### src/rtl/pea_result_fifo.sv
// Result FIFO behind the polynomial evaluator: buffers {error, result} and serialises each entry as two 16-bit beats.
// Optional macro PEA_RES_DROP_ERR_EN discards entries strobed with error=0 and counts them in drop_cnt.
module pea_result_fifo #(
  parameter int DEPTH  = 8,
  parameter int ADDR_W = 3
) (
  input  logic              clk,
  input  logic              reset,
  input  logic              write,
  input  logic [31:0]       result,
  input  logic              error,
  output logic              data_out_full,
  output logic [15:0]       out_data,
  output logic              out_err,
  output logic              out_last,
  output logic              out_valid,
  input  logic              out_ready,
  output logic [ADDR_W:0]   count,
  output logic              overflow,
  output logic [7:0]        drop_cnt
);
  // Handshake: a beat transfers on any cycle where out_valid && out_ready; while out_valid
  // is high and out_ready low, out_data/out_err/out_last are held unchanged.
  localparam int CNT_W = ADDR_W + 1;

  logic [32:0]       mem_q [DEPTH];
  logic [ADDR_W-1:0] wp_q, wp_d, rp_q, rp_d;
  logic [CNT_W-1:0]  count_q, count_d;
  logic              beat_q, beat_d;
  logic              overflow_q, overflow_d;
  logic              keep, filt_drop, full, accept, push, pop;
  logic [32:0]       head;

  always_comb begin
    full      = (count_q == CNT_W'(DEPTH));
`ifdef PEA_RES_DROP_ERR_EN
    keep      = write & error;
    filt_drop = write & ~error;
`else
    keep      = write;
    filt_drop = 1'b0;
`endif
    // Full is judged on the registered count, so a pop in the same cycle never frees the slot.
    push       = keep & ~full;
    accept     = out_valid & out_ready;
    pop        = accept & beat_q;
    wp_d       = push ? wp_q + ADDR_W'(1) : wp_q;
    rp_d       = pop ? rp_q + ADDR_W'(1) : rp_q;
    count_d    = count_q + CNT_W'(push) - CNT_W'(pop);
    beat_d     = accept ? ~beat_q : beat_q;
    overflow_d = overflow_q | (keep & full);
  end

  always_ff @(posedge clk) begin
    if (!reset) begin
      wp_q       <= '0;
      rp_q       <= '0;
      count_q    <= '0;
      beat_q     <= 1'b0;
      overflow_q <= 1'b0;
    end else begin
      wp_q       <= wp_d;
      rp_q       <= rp_d;
      count_q    <= count_d;
      beat_q     <= beat_d;
      overflow_q <= overflow_d;
    end
  end

  // Storage array carries no reset; outputs are gated by out_valid instead.
  always_ff @(posedge clk) begin
    if (reset && push) mem_q[wp_q] <= {error, result};
  end

`ifdef PEA_RES_DROP_ERR_EN
  logic [7:0] drop_cnt_q, drop_cnt_d;

  always_comb begin
    drop_cnt_d = drop_cnt_q;
    if (filt_drop && drop_cnt_q != 8'hFF) drop_cnt_d = drop_cnt_q + 8'd1;
  end

  always_ff @(posedge clk) begin
    if (!reset) drop_cnt_q <= 8'd0;
    else        drop_cnt_q <= drop_cnt_d;
  end

  assign drop_cnt = drop_cnt_q;
`else
  assign drop_cnt = 8'd0;
`endif

  always_comb begin
    head     = mem_q[rp_q];
    out_data = 16'd0;
    out_err  = 1'b0;
    out_last = 1'b0;
    if (out_valid) begin
      out_data = beat_q ? head[15:0] : head[31:16];
      out_err  = head[32];
      out_last = beat_q;
    end
  end

  assign out_valid     = (count_q != '0);
  assign data_out_full = full;
  assign count         = count_q;
  assign overflow      = overflow_q;
endmodule

### config.mk
export PLATFORM = sky130hd
export DESIGN_NAME = pea_result_fifo
export DESIGN_NICKNAME = d
export VERILOG_FILES = /design/src/rtl/pea_result_fifo.sv
export SDC_FILE = /design/constraint.sdc
export NUM_CORES = 1
export LEC_CHECK = 0
export BUFFER_PORTS_ARGS = -buffer_cell sky130_fd_sc_hd__buf_4
export CAP_MARGIN = 40
export CELL_PAD_IN_SITES_DETAIL_PLACEMENT = 1
export CELL_PAD_IN_SITES_GLOBAL_PLACEMENT = 1
export CORE_ASPECT_RATIO = 1.4
export CORE_MARGIN = 10
export CORE_UTILIZATION = 40
export CTS_CLUSTER_DIAMETER = 40
export DETAILED_ROUTE_END_ITERATION = 6
export PLACE_DENSITY_LB_ADDON = 0.15
export SYNTH_ARGS = -nofsm -noshare
export SYNTH_HDL_FRONTEND = slang
export SYNTH_SLANG_ARGS = --single-unit
### constraint.sdc
create_clock -name clk -period 5.8 [get_ports clk]
set_input_delay 1.16 -clock clk [delete_from_list [all_inputs] [get_ports clk]]
set_output_delay 1.16 -clock clk [all_outputs]
set_load 0.02 [all_outputs]
==> results.py <==
metrics = {
    "synthesis": {
        "synth_cell_types": 39,
        "yosysSeqAreaShare": 0.7600,
        "synthSimpleGateAreaFrac": 0.02982,
        "synthCells": 504,
        "ys_seq_elements": 279,
        "synthXorXnorAreaFrac": 0.005663,
        "syn_avg_cell_area_um2": 21.48,
        "ys.warnings.count": 0,
        "synth_fa_ha_area_frac": 0.009939,
        "synth_mux_area_frac": 0.1454,
        "synth_compound_area_frac": 0.02531,
        "netlist_area_um2": 10830,
        "synth_top_family_by_area": "multiplexers",
    },
    "critical_path": {
        "worst-path-max-fanout": 42,
        "rr_worst_depth": 6,
        "crit_chain": "buf_4 -> mux4_2 -> a22oi_1 -> nand2_1 -> buf_4",
        "critical_path_class": "flop to output port",
        "crit_arrival_ns": 2.86,
        "crit_slowest_cell": "dfxtp_2",
        "cpPeakStageDelay_ns": 0.75,
        "cp.required_ns": 4.64,
        "critPathCaptureType": "output port",
        "path_common_cell": "buf_4",
        "start_kind": "flop",
    },
    "power_and_ir_drop": {
        "ir_worst_vdd_v": 0.0001954,
        "p_leak_uw": 0.004196,
        "seq_power_share": 0.437,
        "p_int_uw": 3938,
        "switching_share": 0.2680,
        "cellPowerDensity_nw_per_um2": 418.5,
        "combPwrFrac": 0.189,
        "total_power_uw": 5380,
        "p_switching_uw": 1442,
        "power.share.clock": 0.375,
    },
    "cells_and_area": {
        "syn2layout_area_growth_pct": 18.73,
        "layout.nets": 636,
        "drive_gt1_frac": 0.3181,
        "num-fill-cells": 2507,
        "diodes": 0,
        "final_cell_mix": "edfxtp_1, buf_4, mux4_2",
        "layout_commonest_cell": "edfxtp_1",
    },
    "timing": {
        "hold_violations": 0,
        "timing.fmax_mhz": 248.7,
        "setup_tns_ns": 0,
        "finalCritPeriodShare": 0.6932,
        "period_needed_ns": 4.021,
        "slew_violations": 0,
        "timing.hold.ws_ns": 0.4981,
        "tightestPinTransition_ns": 0.8218,
        "slew_headroom": 0.4508,
        "fin_worst_skew_ns": 0.007416,
        "rsz0062_at_grt": "false",
        "report.final.setup_viol": 0,
    },
    "clocking": {
        "clock_latency_ns": 0.49,
        "clk_pin_slew_ns": 0.05,
        "cts_root_buf": "clkbuf_16",
        "clock_path_buffers": 3,
        "cts_hold_buf": 0,
        "cts_sinks": 279,
        "cts_tree": "done",
        "h-tree-depth": 2,
        "cts_resized": 0,
        "cts_setup_buffers": 0,
        "cts_inserted_buffers": 34,
    },
    "flow_run": {
        "maxCapViolCount": 0,
    },
    "detailed_routing": {
        "viasPerCell": 5.225,
        "num_vias": 5110,
        "wirelength_mm": 23.97,
        "antenna_left": 0,
        "first_pass_iters": 4,
        "wl_per_cell_um": 24.51,
        "first_iter_violations": 383,
        "drc": 0,
    },
    "global_routing": {
        "grt_first_pass_wirelength_mm": 36.25,
        "grt_pass1_vias": 5719,
        "grt_max_degree": 43,
        "grt_overflow": 0,
        "antenna_found_initial": 0,
        "gr-usage-all-layers": 0.1390,
    },
    "floorplan": {
        "rows": 71,
        "die_width_um": 159.0,
        "die_h_um": 214.7,
        "die_area_um2": 34140,
        "core_area_um2": 26830,
        "ios": 70,
        "start_util": 0.4036,
    },
    "outcome": {
        "status": "finished, final reports clean",
    },
    "placement": {
        "gp_congestion": 0.6909,
        "hpwl_mm": 13.66,
        "io_buffers": 61,
    },
    "worst_hold_path": {
        "whs_path_depth": 2,
        "min_path_type": "flop to flop",
    },
}
==> critical path, delay by kind of cell, from the launching register on <==
kind	cells	cell delay, ns
buffers and inverters	2	0.82
flip-flops	1	0.75
multiplexers	1	0.40
AO/OA/AOI/OAI	1	0.24
AND/OR/NAND/NOR	1	0.12
==> area by class of cell <==
type,count,area [um2],area share
Sequential cell,279,8233,0.6405
Multi-Input combinational cell,191,2429,0.1889
Clock buffer,40,894.6,0.06959
Timing Repair Buffer,77,633.1,0.04925
Tap cell,365,456.7,0.03553
Clock inverter,18,178.9,0.01392
Inverter,8,30.03,0.002336
==> routing by layer <==
layer  GRT usage  routed length [um]
met3     0.02900                1037
met1      0.1650                9718
met5           0                   0
met4     0.04303                 436
met2      0.2472               12780
==> logic make-up after synthesis <==
group | count (synthesis)
other cells | 1
flops | 279
buf+inv | 41
mux | 71
simple gates | 60
fa+ha+maj | 8
compound gates | 37
xor+xnor | 7
==> final timing paths <==
kind | start | endpoint | slack (ns)
setup / recovery | flop | out_data[7] | 1.78
hold / removal | rp_q[2] | flop | 0.50
setup reg to reg | count[2] | mem_q[4][25] | 3.12
hold reg to reg | rp_q[2] | flop | 0.50
==> power groups by stage <==
stage	combinational [uW]	clock, uW	sequential (uW)
after floorplan	618	0	2380
after global placement	963	0	2410
after detailed placement	1040	0	2390
after CTS	1040	2070	2350
after global routing	1100	2150	2360
final	1010	2020	2350
==> synth_stat cells, drive strengths merged <==
| cell | n | share of area |
|---|---|---|
| edfxtp | 264 | 0.73 |
| mux4 | 65 | 0.14 |
| a22oi | 31 | 0.021 |
| buf | 26 | 0.018 |
| nand2 | 21 | 0.0075 |
| dfxtp | 15 | 0.028 |
| and2 | 8 | 0.0046 |
| inv | 8 | 0.0028 |
| clkbuf | 7 | 0.0024 |
| ha | 7 | 0.0081 |
| nand3 | 7 | 0.0032 |
| nor3 | 6 | 0.0032 |
| mux2i | 5 | 0.0046 |
| nor2b | 5 | 0.0029 |
| xnor2 | 5 | 0.0040 |
| nor2 | 4 | 0.0014 |
| a21oi | 2 | 0.00092 |
| and3 | 2 | 0.0012 |
| nor4 | 2 | 0.0012 |
| or3b | 2 | 0.0016 |
| xor2 | 2 | 0.0016 |
| a21boi | 1 | 0.00069 |
| a21o | 1 | 0.00069 |
| conb | 1 | 0.00035 |
| fa | 1 | 0.0018 |
| mux2 | 1 | 0.0010 |
| nand2b | 1 | 0.00058 |
| nand3b | 1 | 0.00069 |
| nor3b | 1 | 0.0017 |
| o31ai | 1 | 0.00069 |
| o41ai | 1 | 0.00081 |
==> stage by stage <==
stage / setup WS (ns) / instance area, um2 / utilization / cells
finish: 1.779 / 12850 / 0.4792 / 978
global route: 1.584 / 12850 / 0.4792 / 978
CTS: 1.698 / 12850 / 0.4792 / 978
detailed placement: 2.249 / 11780 / 0.4391 / 920
global placement: 2.138 / 11700 / 0.4360 / 916
floorplan: 0.6443 / 10850 / - / 511
==> flip-flops by register name, summed over array words and instances (netlist names), named ones only <==
| name | count |
|---|---|
| beat_q | 1 |
| count | 4 |
| wp_q | 3 |
| overflow | 1 |
| rp_q | 3 |
| mem_q | 264 |
Note: power is estimated with default switching activity, not from simulation.
